==> src/rtl/barrel_shift_pipe_if.sv <==
`default_nettype none
// ============================================================================
// Module   : barrel_shift_pipe_if
// Brief    : Operation/result handshake bundle for barrel_shift_pipe.
// Revision : 1.0 - initial release
// ============================================================================
interface barrel_shift_pipe_if #(
    parameter int WIDTH = 32,
    parameter int AMT_W = 8
);
    logic             in_Valid;
    logic             out_Ready;
    logic [WIDTH-1:0] in_Val;
    logic [AMT_W-1:0] in_Amt;
    logic [1:0]       in_Shift_type;
    logic             in_Imm_mode;
    logic             in_C_flag;
    logic             out_Valid;
    logic             in_Ready;
    logic [WIDTH-1:0] out_Op2;
    logic             out_Carry;

    modport master (
        output in_Valid, in_Val, in_Amt, in_Shift_type, in_Imm_mode, in_C_flag, in_Ready,
        input  out_Ready, out_Valid, out_Op2, out_Carry
    );

    modport slave (
        input  in_Valid, in_Val, in_Amt, in_Shift_type, in_Imm_mode, in_C_flag, in_Ready,
        output out_Ready, out_Valid, out_Op2, out_Carry
    );
endinterface
`default_nettype wire

==> src/rtl/barrel_shift_pipe.sv <==
`default_nettype none
// ============================================================================
// Module   : barrel_shift_pipe
// Brief    : Pipelined LSL/LSR/ASR/ROR shifter with carry-out, valid/ready.
//            Define SHIFTER_PIPE2_EN to register between decode and shift.
// Revision : 1.0 - initial release
// ============================================================================
module barrel_shift_pipe #(
    parameter int WIDTH = 32,
    parameter int AMT_W = 8
) (
    input  logic               in_Clk,
    input  logic               in_Rst,
    barrel_shift_pipe_if.slave bus
);
    localparam int c_lw = $clog2(WIDTH);
    localparam logic [AMT_W-1:0] c_width_amt = AMT_W'(WIDTH);

    localparam logic [1:0] c_lsl = 2'b00;
    localparam logic [1:0] c_lsr = 2'b01;
    localparam logic [1:0] c_asr = 2'b10;

    // Decoded operation kinds; everything except c_k_shift has a fixed carry.
    localparam logic [2:0] c_k_shift = 3'd0;
    localparam logic [2:0] c_k_pass  = 3'd1;
    localparam logic [2:0] c_k_zero  = 3'd2;
    localparam logic [2:0] c_k_sign  = 3'd3;
    localparam logic [2:0] c_k_rrx   = 3'd4;

    logic [2:0]      w_kind;
    logic [c_lw-1:0] w_s;
    logic            w_cfix;
    logic            w_lo_zero;

    always_comb begin
        w_kind    = c_k_shift;
        w_s       = bus.in_Amt[c_lw-1:0];
        w_cfix    = bus.in_C_flag;
        w_lo_zero = (bus.in_Amt[c_lw-1:0] == '0);
        if (bus.in_Imm_mode) begin
            if (w_lo_zero) begin
                case (bus.in_Shift_type)
                    c_lsl:   w_kind = c_k_pass;
                    c_lsr:   begin w_kind = c_k_zero; w_cfix = bus.in_Val[WIDTH-1]; end
                    c_asr:   begin w_kind = c_k_sign; w_cfix = bus.in_Val[WIDTH-1]; end
                    default: begin w_kind = c_k_rrx;  w_cfix = bus.in_Val[0]; end
                endcase
            end
        end else if (bus.in_Amt == '0) begin
            w_kind = c_k_pass;
        end else begin
            case (bus.in_Shift_type)
                c_lsl: if (bus.in_Amt >= c_width_amt) begin
                    w_kind = c_k_zero;
                    w_cfix = (bus.in_Amt == c_width_amt) ? bus.in_Val[0] : 1'b0;
                end
                c_lsr: if (bus.in_Amt >= c_width_amt) begin
                    w_kind = c_k_zero;
                    w_cfix = (bus.in_Amt == c_width_amt) ? bus.in_Val[WIDTH-1] : 1'b0;
                end
                c_asr: if (bus.in_Amt >= c_width_amt) begin
                    w_kind = c_k_sign;
                    w_cfix = bus.in_Val[WIDTH-1];
                end
                default: if (w_lo_zero) begin
                    w_kind = c_k_pass;
                    w_cfix = bus.in_Val[WIDTH-1];
                end
            endcase
        end
    end

    logic             r_valid;
    logic [WIDTH-1:0] r_op2;
    logic             r_carry;
    logic             w_out_ready;
    logic             w_in_ready;

    logic             w_net_valid;
    logic [WIDTH-1:0] w_net_val;
    logic [2:0]       w_net_kind;
    logic [c_lw-1:0]  w_net_s;
    logic [1:0]       w_net_type;
    logic             w_net_cfix;
    logic             w_net_c;

    assign w_out_ready = !r_valid || bus.in_Ready;

`ifdef SHIFTER_PIPE2_EN
    logic             r_d_valid;
    logic [WIDTH-1:0] r_d_val;
    logic [2:0]       r_d_kind;
    logic [c_lw-1:0]  r_d_s;
    logic [1:0]       r_d_type;
    logic             r_d_cfix;
    logic             r_d_c;

    assign w_in_ready = !in_Rst && (!r_d_valid || w_out_ready);

    always_ff @(posedge in_Clk) begin
        if (in_Rst) begin
            r_d_valid <= 1'b0;
            r_d_val   <= '0;
            r_d_kind  <= c_k_pass;
            r_d_s     <= '0;
            r_d_type  <= 2'b00;
            r_d_cfix  <= 1'b0;
            r_d_c     <= 1'b0;
        end else if (w_in_ready) begin
            r_d_valid <= bus.in_Valid;
            if (bus.in_Valid) begin
                r_d_val  <= bus.in_Val;
                r_d_kind <= w_kind;
                r_d_s    <= w_s;
                r_d_type <= bus.in_Shift_type;
                r_d_cfix <= w_cfix;
                r_d_c    <= bus.in_C_flag;
            end
        end
    end

    assign w_net_valid = r_d_valid;
    assign w_net_val   = r_d_val;
    assign w_net_kind  = r_d_kind;
    assign w_net_s     = r_d_s;
    assign w_net_type  = r_d_type;
    assign w_net_cfix  = r_d_cfix;
    assign w_net_c     = r_d_c;
`else
    assign w_in_ready  = !in_Rst && w_out_ready;
    assign w_net_valid = bus.in_Valid;
    assign w_net_val   = bus.in_Val;
    assign w_net_kind  = w_kind;
    assign w_net_s     = w_s;
    assign w_net_type  = bus.in_Shift_type;
    assign w_net_cfix  = w_cfix;
    assign w_net_c     = bus.in_C_flag;
`endif

    logic [WIDTH-1:0]   w_res;
    logic               w_cy;
    logic [2*WIDTH-1:0] w_rot_dbl;
    logic [c_lw-1:0]    w_neg_s;
    logic [c_lw-1:0]    w_s_m1;

    // In the shift kind s is 1..WIDTH-1, so -s wraps to WIDTH-s.
    always_comb begin
        w_res     = w_net_val;
        w_cy      = w_net_cfix;
        w_rot_dbl = {w_net_val, w_net_val} >> w_net_s;
        w_neg_s   = c_lw'(0) - w_net_s;
        w_s_m1    = w_net_s - c_lw'(1);
        case (w_net_kind)
            c_k_pass: w_res = w_net_val;
            c_k_zero: w_res = '0;
            c_k_sign: w_res = {WIDTH{w_net_val[WIDTH-1]}};
            c_k_rrx:  w_res = {w_net_c, w_net_val[WIDTH-1:1]};
            default: begin
                w_cy = w_net_val[w_s_m1];
                case (w_net_type)
                    c_lsl: begin
                        w_res = w_net_val << w_net_s;
                        w_cy  = w_net_val[w_neg_s];
                    end
                    c_lsr:   w_res = w_net_val >> w_net_s;
                    c_asr:   w_res = $signed(w_net_val) >>> w_net_s;
                    default: w_res = w_rot_dbl[WIDTH-1:0];
                endcase
            end
        endcase
    end

    always_ff @(posedge in_Clk) begin
        if (in_Rst) begin
            r_valid <= 1'b0;
            r_op2   <= '0;
            r_carry <= 1'b0;
        end else if (w_out_ready) begin
            r_valid <= w_net_valid;
            if (w_net_valid) begin
                r_op2   <= w_res;
                r_carry <= w_cy;
            end
        end
    end

    assign bus.out_Ready = w_in_ready;
    assign bus.out_Valid = r_valid;
    assign bus.out_Op2   = r_op2;
    assign bus.out_Carry = r_carry;
endmodule
`default_nettype wire

==> src/flat_wrapper.sv <==
// flat-port wrapper written by rule: the top's interface ports become plain ports
module barrel_shift_pipe_flat 
#(
    parameter int WIDTH = 32,
    parameter int AMT_W = 8
)
  (in_Clk, in_Rst, bus_in_Valid, bus_in_Val, bus_in_Amt, bus_in_Shift_type, bus_in_Imm_mode, bus_in_C_flag, bus_in_Ready, bus_out_Ready, bus_out_Valid, bus_out_Op2, bus_out_Carry);
  barrel_shift_pipe_if #(.WIDTH(WIDTH), .AMT_W(AMT_W)) bus_i ();
  input  logic in_Clk;
  input  logic in_Rst;
  input wire logic [$bits(bus_i.in_Valid)-1:0] bus_in_Valid;
  input wire logic [$bits(bus_i.in_Val)-1:0] bus_in_Val;
  input wire logic [$bits(bus_i.in_Amt)-1:0] bus_in_Amt;
  input wire logic [$bits(bus_i.in_Shift_type)-1:0] bus_in_Shift_type;
  input wire logic [$bits(bus_i.in_Imm_mode)-1:0] bus_in_Imm_mode;
  input wire logic [$bits(bus_i.in_C_flag)-1:0] bus_in_C_flag;
  input wire logic [$bits(bus_i.in_Ready)-1:0] bus_in_Ready;
  output wire logic [$bits(bus_i.out_Ready)-1:0] bus_out_Ready;
  output wire logic [$bits(bus_i.out_Valid)-1:0] bus_out_Valid;
  output wire logic [$bits(bus_i.out_Op2)-1:0] bus_out_Op2;
  output wire logic [$bits(bus_i.out_Carry)-1:0] bus_out_Carry;
  assign bus_i.in_Valid = bus_in_Valid;
  assign bus_i.in_Val = bus_in_Val;
  assign bus_i.in_Amt = bus_in_Amt;
  assign bus_i.in_Shift_type = bus_in_Shift_type;
  assign bus_i.in_Imm_mode = bus_in_Imm_mode;
  assign bus_i.in_C_flag = bus_in_C_flag;
  assign bus_i.in_Ready = bus_in_Ready;
  assign bus_out_Ready = bus_i.out_Ready;
  assign bus_out_Valid = bus_i.out_Valid;
  assign bus_out_Op2 = bus_i.out_Op2;
  assign bus_out_Carry = bus_i.out_Carry;
  barrel_shift_pipe #(.WIDTH(WIDTH), .AMT_W(AMT_W)) u_core (.in_Clk(in_Clk), .in_Rst(in_Rst), .bus(bus_i));
endmodule
==> config.mk <==
export PLATFORM = sky130hd
export DESIGN_NAME = barrel_shift_pipe_flat
export DESIGN_NICKNAME = d
export VERILOG_FILES = /design/src/rtl/barrel_shift_pipe_if.sv /design/src/rtl/barrel_shift_pipe.sv /design/src/flat_wrapper.sv
export SDC_FILE = /design/constraint.sdc
export NUM_CORES = 1
export LEC_CHECK = 0
export CAP_MARGIN = 20
export CORE_AREA = 2 2 133 135
export DETAILED_ROUTE_END_ITERATION = 8
export DIE_AREA = 0 0 135 137
export GPL_ROUTABILITY_DRIVEN = 0
export PLACE_DENSITY = 0.65
export SYNTH_ARGS = -nofsm -noshare
export SYNTH_HDL_FRONTEND = slang
export SYNTH_SLANG_ARGS = --single-unit
==> constraint.sdc <==
create_clock -name in_Clk -period 6.4 [get_ports in_Clk]
set_clock_uncertainty 0.05 [all_clocks]
set_input_delay 1.28 -clock in_Clk [delete_from_list [all_inputs] [get_ports in_Clk]]
set_output_delay 1.28 -clock in_Clk [all_outputs]
set_load 0.005 [all_outputs]
# Yosys cells after proc, flatten, opt, wreduce, memory -nomap -nowiden
# Index checks and enable logic that the tools add are counted.
# totals
register_bits,34
input_bits,48
out_inout_bits,35
elab_cells,57
# op_classes
n_addsub,2
magnitude_cmp,3
n_eq_ne,7
shift,4
n_mux,27
n_reduce_logical,11
# ops
cell,count
$pmux W32 S4,1
$pmux W32 S3,1
$shr A64 B5 Y32,1
$shl A32 B5 Y32,1
$shr A32 B5 Y32,1
$sshr A32 B5 Y32,1
$mux W1,14
$lt A5 B6 Y1 const B,2
$bmux W1 S5,2
$mux W3,3
$pmux W3 S3,1
$eq A8 B6 Y1 const B,1
$ge A8 B6 Y1 const B,1
$logic_not A8 Y1,1
$eq A3 B2 Y1 const B,2
$pmux W3 S2,1
$logic_not A5 Y1,1
$sub A1 B5 Y5 const A,1
$sub A5 B1 Y5 const B,1
$mux W2,2
$reduce_or A2 Y1,2
$reduce_or A4 Y1,1
$eq A3 B1 Y1 const B,1
$eq A3 B3 Y1 const B,1
9 further kinds,10

# Depth between registers and ports, before layout
# logic_depth
depth_word,8
ltp_mapped,16
depth_no_buf,11

# Worst setup path after synthesis
# Ideal clock, no wire load.
# synth_path
path_kind,input to register
startpoint,in bus_in_Amt[1]
endpoint,reg u_core.r_carry (netlist: u_core.bus.out_Carry)
setup_time_ns,0.124
arrival_time_ns,4.143
required_time_ns,6.226
setup_slack_ns,2.084
cell_stages,13
path_buffers,6
path_cell_list,buf_2 > inv_1 > buf_4 > buf_4 > buf_2 > ha_1 > clkbuf_1 > clkbuf_1 > mux4_2 > mux2i_1 > nor3_1 > o41ai_2 > o21ai_1
# synth_via
elab_chain_cells,8
word_cells_on_any_way,34
classes_between,2 x add/sub; 1 x order compare; 5 x eq/ne; 23 x mux; 3 x reduce/logical
# synth_rtl
element,line_no,text
"start, declared",flat_wrapper.sv:13,input wire logic [$bits(bus_i.in_Amt)-1:0] bus_in_Amt;
$ge A8 B6 Y1 or $logic_not A5 Y1 (tied branches),-,
$mux W2 (tied with other cells),barrel_shift_pipe.sv:61,c_asr: if (bus.in_Amt >= c_width_amt) begin
$pmux W3 S2,barrel_shift_pipe.sv:52,case (bus.in_Shift_type)
$mux W3,barrel_shift_pipe.sv:49,end else if (bus.in_Amt == '0) begin
$mux W3,barrel_shift_pipe.sv:40,if (bus.in_Imm_mode) begin
$eq A3 B1 Y1 (tied with other cells),barrel_shift_pipe.sv:153,case (w_net_kind)
$reduce_or A4 Y1 (no source line),-,
$mux W1 (*),barrel_shift_pipe.sv:153,
"end signal, assigned",barrel_shift_pipe.sv:182,r_carry <= w_cy;
"end, declared",barrel_shift_pipe.sv:75,logic r_carry;
# Mark *: on every way between the ends. The rest lies on a longest branch, timed or not. The select of a mux whose other input is x is not followed.
# A chain may end at the register's enable or synchronous reset.

# Worst setup path after layout
# layout_path
startpoint,in bus_in_Amt[0]
endpoint,reg u_core.r_op2[6] (netlist: u_core.bus.out_Op2[6])
# layout_via
elab_chain_cells,7
word_cells_on_any_way,20
classes_between,1 x order compare; 4 x eq/ne; 4 x shift; 9 x mux; 2 x reduce/logical
# layout_rtl
element,line_no,text
$ge A8 B6 Y1 or $logic_not A5 Y1 (tied branches),-,
$mux W2 (tied with other cells),barrel_shift_pipe.sv:61,
$pmux W3 S2,barrel_shift_pipe.sv:52,
$mux W3,barrel_shift_pipe.sv:49,
$mux W3,barrel_shift_pipe.sv:40,
$eq A3 B3 Y1 (tied with other cells),barrel_shift_pipe.sv:153,
$pmux W32 S4 (*),barrel_shift_pipe.sv:153,
"end signal, assigned",barrel_shift_pipe.sv:181,r_op2 <= w_res;
"end, declared",barrel_shift_pipe.sv:74,logic [WIDTH-1:0] r_op2;
# Mark *: on every way between the ends. The rest lies on a longest branch, timed or not.

==> flow_summary.ini <==
[status]
outcome = finished clean

[layout]
fill_cells = 1710
final_layout_size_suffix_gt1_frac = 0.1858
antenna_cells = 0
ff_latch_area_um2 = 680.7
multi_input_area_um2 = 6156
syn2layout_area_growth_pct = 9.797
nets = 942

[setup_path]
critPathMaxFanout = 50
crit_buf_inv = 2
worstSetupPathType = input pin to flop
cp.arrival_ps = 4890
critPathCaptureType = flop
startpoint_type = input pin
cp_cell_sequence = buf_6 > clkinv_1 > ha_1 > and2_1 > ha_1 > nand3_1 > o31a_1 > and2_1 > a221oi_1 > a2111oi_0
max_stage_delay_ps = 900
critical_path.top_delay_family = simple AND/OR/NAND/NOR gates
cp_slowest_cell = and2_1
worst_ep_required_time_ps = 6500

[yosys]
synth_ff_type = dfxtp_1
synth_top_family_by_area = multiplexers
netlist_instances = 903
yosysWarnings = 0
synth-simple-area-share = 0.1780
synth-compound-area-share = 0.2491
synth_edf_count = 0
synth_most_common_cell = nor2_1
synth-xor-area-share = 0.004650
yosys.area.top_type = mux4_2
synth_seq_area_share = 0.09034
avgSynthCellArea_um2 = 8.344
synth_area_leaders = mux4_2 (23%), dfxtp_1 (9.0%), mux2i_1 (9.0%)
async_flop_share = 0
syn-num-nets = 958
syn_area_um2 = 7535
muxShareOfSynthArea = 0.3733
yosysTopAreaCellShare = 0.2302
ys_top_cells_by_count = nor2_1 (89), nand2_1 (86), mux4_2 (77)
ys_ff_latch = 34
synth_cell_type_count = 87
synth-adder-area-share = 0.01162

[die]
die_h_um = 137
die_w_um = 135
core_um2 = 17060
placementRows = 48
die-area_um2 = 18500
top_level_ports = 83
start_util = 0.4418

[clocking]
clk_latency_ps = 270
hold_buffers = 0
postCtsResizedCells = 0
clockRootBuffer = clkbuf_16
cts_buffers = 5
cts_sinks = 34
cts_buffer_depth = 2
post-cts-setup-buffers = 0
htreeDepth = 2
clk_transition_reported_paths_ps = 60
cts_tree = built

[route]
drc = 0
vias_per_cell = 7.411
first_iter_violations = 1589
detail-route-antenna-nets = 0
avgRoutedWirePerCell_um = 28.47
routed_wl_um = 31690
vias = 8248
drtPass1Iterations = 7

[timing]
worst_pin_slew_ps = 1159
fin_tns_setup_ps = 0
slew_viol_final = 0
fmax_mhz = 208.7
rsz0062_at_grt = false
min_period_ps = 4791
setup_ws_ps = 1609
finalCritPeriodShare = 0.7486
slew_headroom = 0.2270
hold_viol_final = 0
finalSetupViolCount = 0

[place]
place_ws_ps = 1430
place_hpwl_um = 22110
io_buffers = 82

[global_route]
overflow = 0
top_usage_layer = met2
use_met1 = 0.4577
track_usage = 0.3396
grt_pass1_vias = 7608
grt_max_degree = 70
antenna_found_initial = 0
use_met2 = 0.4994
grt_pass1_wl_um = 47340
gr-usage-met3 = 0.1100

[min_path]
min_path_type = flop to flop

[power]
ir_worst_vdd_mv = 0.1010
power_density_nw_per_um2 = 149.4
finalPower_w = 0.001236
p_leak_nw = 2.945

[run]
maxCapViolCount = 0
## stage by stage
stage | instance area, um^2 | utilization | hold WS (ps) | cells
2_1_floorplan | 7535 | - | 393.0 | 903
3_3_place_gp | 8092 | 0.4744 | 394.8 | 1104
3_5_place_dp | 8107 | 0.4753 | 396.6 | 1105
4_1_cts | 8273 | 0.4850 | 407.2 | 1113
5_1_grt | 8273 | 0.4850 | 430.7 | 1113
6_report | 8273 | 0.4850 | 409.2 | 1113
## path summary, 6_finish.rpt
| path | startpoint | to | slack (ps) | cells past startpoint |
|---|---|---|---|---|
| worst max-delay path | bus_in_Amt[0] | u_core.bus.out_Op2[6]$_SDFFE_PP0P_ | 1610 | 10 |
| worst min-delay path | u_core.bus.out_Op2[10]$_SDFFE_PP0P_ | u_core.bus.out_Op2[10]$_SDFFE_PP0P_ | 410 | 2 |
| worst max register to register | u_core.bus.out_Valid$_SDFFE_PP0N_ | u_core.bus.out_Op2[25]$_SDFFE_PP0P_ | 4420 | 7 |
| worst min register to register | u_core.bus.out_Op2[10]$_SDFFE_PP0P_ | u_core.bus.out_Op2[10]$_SDFFE_PP0P_ | 410 | 2 |
## tightest hold or removal path: cells and delay by family (launching register included)
family           cells  cell delay, ps
AND/OR/NAND/NOR      1              50
flip-flops           1             320
AO/OA/AOI/OAI        1              60
## layer usage
metal | share of wire | vias to the layer above
li1 | - | 3485
met4 | 0.057 | 0
met1 | 0.37 | 3896
met5 | 0 | -
met3 | 0.16 | 135
met2 | 0.42 | 732
## registers in the layout, indices dropped and copies added (netlist names)
register              flops
u_core.bus.out_Carry      1
u_core.bus.out_Op2       32
u_core.bus.out_Valid      1
## final cells by class
cell class | instances | share of cell area
sequential | 34 | 0.08227
timing repair buffer | 99 | 0.1136
inverter | 13 | 0.005898
multi-input combinational | 734 | 0.7441
tap | 225 | 0.03403
clock buffer | 8 | 0.02012
## cell usage in the layout, fill, tap and decap left out, types with 8 or more instances in the layout
cell             synthesis  layout
a221o_1                  9       9
inv_1                    9       8
nand2_1                 86      86
o211ai_1                17      17
nor2b_1                 14      14
buf_4                    5      17
o31ai_1                 11      11
mux2_2                  34      34
o21ai_0                 34      34
nand2b_1                14      14
nand3_1                 15      15
a21oi_1                 43      43
clkdlybuf4s50_1          0      77
nor3_1                  27      27
dfxtp_1                 34      34
a31oi_1                 13      13
and2_1                   8       8
nor2_1                  89      88
mux4_2                  77      77
o22ai_1                 11      11
a22oi_1                 12      12
mux2i_1                 68      68
a221oi_1                19      19
## where the power goes
group	total, W	internal (W)	switching [W]
Combinational	0.000722	0.000304	0.000417
Clock	0.000267	0.000176	0.0000913
Sequential	0.000247	0.000233	0.0000144
Total	0.00124	0.000713	0.000523
## kinds of logic after synthesis
| logic type | Yosys count |
|---|---|
| adder cells (fa/ha/maj) | 7 |
| buffers and inverters | 135 |
| AO/OA/AOI/OAI | 255 |
| flip-flops | 34 |
| multiplexers | 180 |
| AND/OR/NAND/NOR | 288 |
| XOR/XNOR | 4 |
Note: power is estimated with default switching activity, not from simulation.
